===== src/rtl/alu_mc.sv =====
// alu_mc: multi-cycle RV32IM integer execution unit.
// Base ALU ops (and illegal codes / divide special cases) complete with one
// registered cycle; the M-extension multiply and divide families run
// iteratively for XLEN cycles on operand magnitudes, with signs fixed up at
// the end.
// Ports:
//   clk, rst        clock; asynchronous active-high reset
//   flush           synchronous abort back to IDLE (result left unchanged)
//   in_valid/ready  operand handshake (ready only in IDLE)
//   a, b, alu_sel   operands and 5-bit op select
//   out_valid/ready result handshake (valid held until accepted)
//   result, zero    registered result and result==0 flag
module alu_mc #(
  parameter int XLEN = 32
) (
  input  logic            clk,
  input  logic            rst,
  input  logic            flush,
  input  logic            in_valid,
  output logic            in_ready,
  input  logic [XLEN-1:0] a,
  input  logic [XLEN-1:0] b,
  input  logic [4:0]      alu_sel,
  output logic            out_valid,
  input  logic            out_ready,
  output logic [XLEN-1:0] result,
  output logic            zero
);
  localparam int SHW = $clog2(XLEN);

  localparam logic [4:0] OP_ADD    = 5'b00000;
  localparam logic [4:0] OP_SUB    = 5'b00001;
  localparam logic [4:0] OP_AND    = 5'b00010;
  localparam logic [4:0] OP_OR     = 5'b00011;
  localparam logic [4:0] OP_XOR    = 5'b00100;
  localparam logic [4:0] OP_SLT    = 5'b00101;
  localparam logic [4:0] OP_SLTU   = 5'b00110;
  localparam logic [4:0] OP_SLL    = 5'b00111;
  localparam logic [4:0] OP_SRL    = 5'b01000;
  localparam logic [4:0] OP_SRA    = 5'b01001;
  localparam logic [4:0] OP_MUL    = 5'b10000;
  localparam logic [4:0] OP_MULH   = 5'b10001;
  localparam logic [4:0] OP_MULHSU = 5'b10010;
  localparam logic [4:0] OP_DIV    = 5'b10100;
  localparam logic [4:0] OP_REM    = 5'b10110;

  localparam logic [XLEN-1:0] MOST_NEG = {1'b1, {(XLEN-1){1'b0}}};

  typedef enum logic [1:0] {IDLE, BUSY, DONE} state_t;

  state_t            state_q, state_d;
  logic [2:0]        op_q, op_d;
  logic              neg_a_q, neg_a_d, neg_b_q, neg_b_d;
  logic [XLEN-1:0]   m_q, m_d;
  logic [2*XLEN-1:0] acc_q, acc_d;
  logic [SHW-1:0]    cnt_q, cnt_d;
  logic [XLEN-1:0]   result_q, result_d;

  // ---------------- single-cycle path ----------------
  logic [XLEN-1:0] base_res;
  always_comb begin
    base_res = '0;
    case (alu_sel)
      OP_ADD:  base_res = a + b;
      OP_SUB:  base_res = a - b;
      OP_AND:  base_res = a & b;
      OP_OR:   base_res = a | b;
      OP_XOR:  base_res = a ^ b;
      OP_SLT:  base_res = {{(XLEN-1){1'b0}}, ($signed(a) < $signed(b))};
      OP_SLTU: base_res = {{(XLEN-1){1'b0}}, (a < b)};
      OP_SLL:  base_res = a << b[SHW-1:0];
      OP_SRL:  base_res = a >> b[SHW-1:0];
      OP_SRA:  base_res = $signed(a) >>> b[SHW-1:0];
      default: base_res = '0;
    endcase
  end

  // ---------------- M-extension operand preparation ----------------
  logic is_m, is_div, sgn_a, sgn_b, neg_a, neg_b;
  logic div_zero, div_ovf;
  logic [XLEN-1:0] mag_a, mag_b, spec_res;

  always_comb begin
    sgn_a = 1'b0;
    sgn_b = 1'b0;
    case (alu_sel)
      OP_MUL, OP_MULH, OP_DIV, OP_REM: begin sgn_a = 1'b1; sgn_b = 1'b1; end
      OP_MULHSU:                       sgn_a = 1'b1;
      default:                         ;
    endcase
  end

  assign is_m     = (alu_sel[4:3] == 2'b10);
  assign is_div   = is_m & alu_sel[2];
  assign neg_a    = sgn_a & a[XLEN-1];
  assign neg_b    = sgn_b & b[XLEN-1];
  assign mag_a    = neg_a ? -a : a;
  assign mag_b    = neg_b ? -b : b;
  assign div_zero = (b == '0);
  // Signed overflow only for DIV/REM (bit 0 clear).
  assign div_ovf  = (a == MOST_NEG) && (b == '1) && !alu_sel[0];

  always_comb begin
    spec_res = '0;
    if (div_zero) spec_res = alu_sel[1] ? a : '1;
    else          spec_res = alu_sel[1] ? '0 : a;
  end

  // ---------------- iteration step ----------------
  // Multiply: accumulator high half gathers partial sums, low half holds the
  // remaining multiplier bits; shift right one place per step.
  // Divide: accumulator high half is the partial remainder, low half shifts
  // the dividend out and the quotient bits in.
  logic [XLEN:0]     mul_sum, div_sh, div_diff;
  logic              div_ge;
  logic [2*XLEN-1:0] mul_next, div_next, step_next, prod;
  logic [XLEN-1:0]   mul_res, div_res, fin_res, quo, rmd;
  logic              sgn_diff;

  always_comb begin
    mul_sum   = {1'b0, acc_q[2*XLEN-1:XLEN]} + {1'b0, (acc_q[0] ? m_q : '0)};
    mul_next  = {mul_sum, acc_q[XLEN-1:1]};
    div_sh    = {acc_q[2*XLEN-1:XLEN], acc_q[XLEN-1]};
    div_diff  = div_sh - {1'b0, m_q};
    div_ge    = !div_diff[XLEN];
    div_next  = {(div_ge ? div_diff[XLEN-1:0] : div_sh[XLEN-1:0]),
                 acc_q[XLEN-2:0], div_ge};
    step_next = op_q[2] ? div_next : mul_next;

    sgn_diff  = neg_a_q ^ neg_b_q;
    prod      = sgn_diff ? -mul_next : mul_next;
    mul_res   = (op_q[1:0] == 2'b00) ? prod[XLEN-1:0] : prod[2*XLEN-1:XLEN];
    quo       = div_next[XLEN-1:0];
    rmd       = div_next[2*XLEN-1:XLEN];
    div_res   = op_q[1] ? (neg_a_q ? -rmd : rmd) : (sgn_diff ? -quo : quo);
    fin_res   = op_q[2] ? div_res : mul_res;
  end

  // ---------------- control ----------------
  always_comb begin
    state_d  = state_q;
    op_d     = op_q;
    neg_a_d  = neg_a_q;
    neg_b_d  = neg_b_q;
    m_d      = m_q;
    acc_d    = acc_q;
    cnt_d    = cnt_q;
    result_d = result_q;
    if (flush) begin
      state_d = IDLE;
      cnt_d   = '0;
    end else begin
      case (state_q)
        IDLE: if (in_valid) begin
          op_d    = alu_sel[2:0];
          neg_a_d = neg_a;
          neg_b_d = neg_b;
          if (!is_m) begin
            result_d = base_res;
            state_d  = DONE;
          end else if (is_div && (div_zero || div_ovf)) begin
            result_d = spec_res;
            state_d  = DONE;
          end else begin
            m_d     = is_div ? mag_b : mag_a;
            acc_d   = {{XLEN{1'b0}}, (is_div ? mag_a : mag_b)};
            cnt_d   = '0;
            state_d = BUSY;
          end
        end
        BUSY: begin
          acc_d = step_next;
          cnt_d = cnt_q + SHW'(1);
          if (cnt_q == SHW'(XLEN-1)) begin
            result_d = fin_res;
            cnt_d    = '0;
            state_d  = DONE;
          end
        end
        DONE:    if (out_ready) state_d = IDLE;
        default: state_d = IDLE;
      endcase
    end
  end

  always_ff @(posedge clk or posedge rst) begin
    if (rst) begin
      state_q  <= IDLE;
      op_q     <= '0;
      neg_a_q  <= 1'b0;
      neg_b_q  <= 1'b0;
      m_q      <= '0;
      acc_q    <= '0;
      cnt_q    <= '0;
      result_q <= '0;
    end else begin
      state_q  <= state_d;
      op_q     <= op_d;
      neg_a_q  <= neg_a_d;
      neg_b_q  <= neg_b_d;
      m_q      <= m_d;
      acc_q    <= acc_d;
      cnt_q    <= cnt_d;
      result_q <= result_d;
    end
  end

  assign in_ready  = (state_q == IDLE);
  assign out_valid = (state_q == DONE);
  assign result    = result_q;
  assign zero      = (result_q == '0);

endmodule


===== config.mk =====
export PLATFORM = sky130hd
export DESIGN_NAME = alu_mc
export DESIGN_NICKNAME = d
export VERILOG_FILES = /design/src/rtl/alu_mc.sv
export SDC_FILE = /design/constraint.sdc
export NUM_CORES = 2
export LEC_CHECK = 0
export CORE_MARGIN = 2
export CORE_UTILIZATION = 64
export CTS_CLUSTER_DIAMETER = 80
export DETAILED_ROUTE_END_ITERATION = 8
export PLACE_DENSITY = 0.81
export SLEW_MARGIN = 20
export SYNTH_ARGS = -nofsm -noshare
export SYNTH_HDL_FRONTEND = slang
export SYNTH_SLANG_ARGS = --single-unit

===== constraint.sdc =====
create_clock -name clk -period 8.65 [get_ports clk]
set_clock_uncertainty 0.2 [all_clocks]
set_input_delay 1.73 -clock clk [delete_from_list [all_inputs] [get_ports clk]]
set_output_delay 1.73 -clock clk [all_outputs]
set_load 0.02 [all_outputs]

==> flow_metrics.env <==
export IMPL_status="complete, but fails checks"
export IMPL_violations="DRC"
export IMPL_synth_top_area_frac=0.135
export IMPL_gp_congestion=1.15
export IMPL_arrival_ns=7.14
export IMPL_utilization=0.693
export IMPL_ys_warn_count=0
export IMPL_syn_nets=4040
export IMPL_die_area_um2=42100
export IMPL_htree_levels=4
export IMPL_postPlaceCellArea_um2=27000
export IMPL_cp_endpoint="result[30]$_DFFE_PP0P_"
export IMPL_maxCapViolCount=0
export IMPL_fin_nets=3918
export IMPL_hold_buffers=0
export IMPL_tns_ns=0
export IMPL_grt_pass1_vias=29600
export IMPL_grt_total_usage=0.554
export IMPL_maxSlewViolCount=0
export IMPL_synth_main_ff_cell="dfrtp_1"
export IMPL_yosysSeqAreaShare=0.135
export IMPL_path_class="register to register"
export IMPL_holdPathStages=2
export IMPL_holdCritPathClass="register to register"
export IMPL_max_vdd_ir_drop_mv=0.148
export IMPL_clock_path_buffers=2
export IMPL_async_flop_share=1.00
export IMPL_drc_errors=16
export IMPL_crit_path_start_kind="register"
export IMPL_setup_violations=0
export IMPL_power_uw=6410
export IMPL_antenna_cells_inserted=0
export IMPL_hold_violations=0
export IMPL_drtAntennaViolNets=0
export IMPL_wl_per_cell_um=28.2
export IMPL_post_cts_resized=0
export IMPL_finalInstanceArea_um2=27600
export IMPL_die_h_um=205
export IMPL_cts_clk_slew_worst_paths_ns=0.07
export IMPL_numCtsBuffers=17
export IMPL_ctsRootBufferMaster="clkbuf_16"
export IMPL_yosys_top_cells_area="dfrtp_1 14%, ha_1 8.2%, a21oi_1 7.9%"
export IMPL_routed_wl_mm=119
export IMPL_cts_sinks=140
export IMPL_r2r_cells=21
export IMPL_max_freq_mhz=143
export IMPL_synth_cell_types=94
export IMPL_drive_gt1_frac=0.0586
export IMPL_area_growth_pct=6.46
export IMPL_grt_pass1_wl_mm=177
export IMPL_synthSimpleGateAreaFrac=0.237
export IMPL_vias_per_cell=7.57
export IMPL_dieWidth_um=205
export IMPL_synthMuxAreaShare=0.0850
export IMPL_fin_crit_sh=0.809
export IMPL_first_pass_iters=9
export IMPL_synth_top_family_by_area="compound AO/OA/AOI/OAI gates"
export IMPL_post_cts_buffers=0
export IMPL_synth_fa_ha_area_frac=0.0851
export IMPL_cts_tree="built"
export IMPL_synth_compound_area_frac=0.314
export IMPL_drt_iter0_drc=5545
export IMPL_synthTopCellsByCount="509 x nor2_1, 409 x a21oi_1, 343 x nand2_1"
export IMPL_synth_largest_area_cell="dfrtp_1"
export IMPL_crit_fanout=9
export IMPL_core_rowCount=73
export IMPL_grt_antenna_before_repair=1
export IMPL_relSlewSlack=0.222
export IMPL_fin_crit_ns=6.99
export IMPL_vias=31900
export IMPL_dpl_hpwl_mm=88.2
export IMPL_p_leak_uw=0.0113
export IMPL_startpoint="acc_q[31]$_DFFE_PP0P_"
export IMPL_r2r_start="acc_q[31]$_DFFE_PP0P_"
export IMPL_yosysMostFrequentCell="nor2_1"
export IMPL_cp_required_ns=8.80
export IMPL_grt_overflow=0
export IMPL_tightest_slew_ns=1.16
export IMPL_holdWs_ns=0.287
export IMPL_powerDensity_nw_per_um2=232
export IMPL_synth_xor_area_frac=0.0750
export IMPL_end_kind="register"
export IMPL_rr_endpoint="result[30]$_DFFE_PP0P_"
export IMPL_syn_inst=3793
export IMPL_core_um2=39800
export IMPL_postSynthAreaPerCell_um2=6.83
export IMPL_r2r_setup_slack_ns=1.66
export IMPL_rsz0062_at_grt="no"
export IMPL_ys_seq_elements=140
export IMPL_io_pins=109
export IMPL_port_buffer_count=108
export IMPL_worstSkewPairLatency_ns=0.47
export IMPL_synth_edf_count=0
export IMPL_start_util=0.651
export IMPL_grt_start_max_net_pins=107
export IMPL_netlist_area_um2=25900
through the flow:
step / setup slack (ns) / std cells
2_1_floorplan: 2.08 / 3793
3_3_place_gp: 1.94 / 4176
3_5_place_dp: 1.73 / 4176
4_1_cts: 1.87 / 4208
5_1_grt: 1.55 / 4209
6_report: 1.66 / 4209
report_power, final:
part           switching, µW  leakage, µW  internal, µW
logic                   2940      0.00927          1550
clock network            322     0.000283           450
registers                330      0.00179           817
placed cells by master, fill, tap and decap left out, drive strengths merged, types with 52 or more instances in the layout:
cell / netlist / layout
nor2: 509 / 509
a21oi: 409 / 409
nand2: 343 / 343
o21ai: 341 / 341
ha: 169 / 169
xnor2: 156 / 156
inv: 153 / 156
dfrtp: 140 / 140
mux2i: 120 / 120
nor3: 107 / 107
clkdlybuf4s50: 0 / 102
xor2: 66 / 66
buf: 48 / 64
a211oi: 59 / 59
o211ai: 53 / 53
nand3: 52 / 52
a31oi: 52 / 52
how the worst min path moves through the flow:
stage	slack, ns	startpoint	endpoint
6_report	0.29	m_q[3]$_DFFE_PP0P_	m_q[3]$_DFFE_PP0P_
5_1_grt	0.32	m_q[23]$_DFFE_PP0P_	m_q[23]$_DFFE_PP0P_
4_1_cts	0.29	m_q[3]$_DFFE_PP0P_	m_q[3]$_DFFE_PP0P_
3_5_place_dp	0.27	m_q[3]$_DFFE_PP0P_	m_q[3]$_DFFE_PP0P_
3_3_place_gp	0.26	m_q[9]$_DFFE_PP0P_	m_q[9]$_DFFE_PP0P_
2_1_floorplan	0.25	m_q[10]$_DFFE_PP0P_	m_q[10]$_DFFE_PP0P_
state kept, by name, summed over array words and instances, names as in the netlist:
register	cells
cnt_q	5
result	32
neg_a_q	1
acc_q	64
neg_b_q	1
state_q	2
op_q	3
m_q	32
worst max-delay path, stage by stage (launching register included):
cell and delay [ns]:
dfrtp_1 0.54, inv_1 0.11, ha_1 0.24, inv_1 0.07
fa_1 0.40, a211oi_1 0.45, o211ai_1 0.30, and3_1 0.28
o211ai_1 0.19, o211a_2 0.37, mux2i_1 0.39, ha_1 0.28
inv_1 0.06, or4b_2 0.73, nor3_1 0.29, and2_1 0.22
a31oi_1 0.26, a211o_1 0.39, o31ai_1 0.36, xnor2_1 0.24
a21oi_1 0.16, a211o_1 0.32
final cells by class:
type | count | area [µm²]
Clock buffer | 21 | 470
Multi-Input combinational cell | 3190 | 20700
Inverter | 156 | 591
Timing Repair Buffer | 166 | 1500
Sequential cell | 140 | 3510
Clock inverter | 11 | 134
Fill cell | 3413 | 12200
Tap cell | 525 | 657
metal layers:
| metal | global-route usage | part of all wire | vias up |
|---|---|---|---|
| met5 | 0.00119 | 0 | - |
| met4 | 0.498 | 0.11 | 0 |
| met3 | 0.194 | 0.15 | 974 |
| li1 | - | - | 13600 |
| met1 | 0.632 | 0.33 | 14400 |
| met2 | 0.815 | 0.41 | 2938 |
cell families after synthesis:
family	count (synthesis)
muxes	170
and+or+nand+nor	1320
AOI/OAI and AO/OA	1304
DFF	140
adders and majority gates	174
xor gates and xnor gates	222
buffers and inverters	463
(Power assumes the default switching activity.)
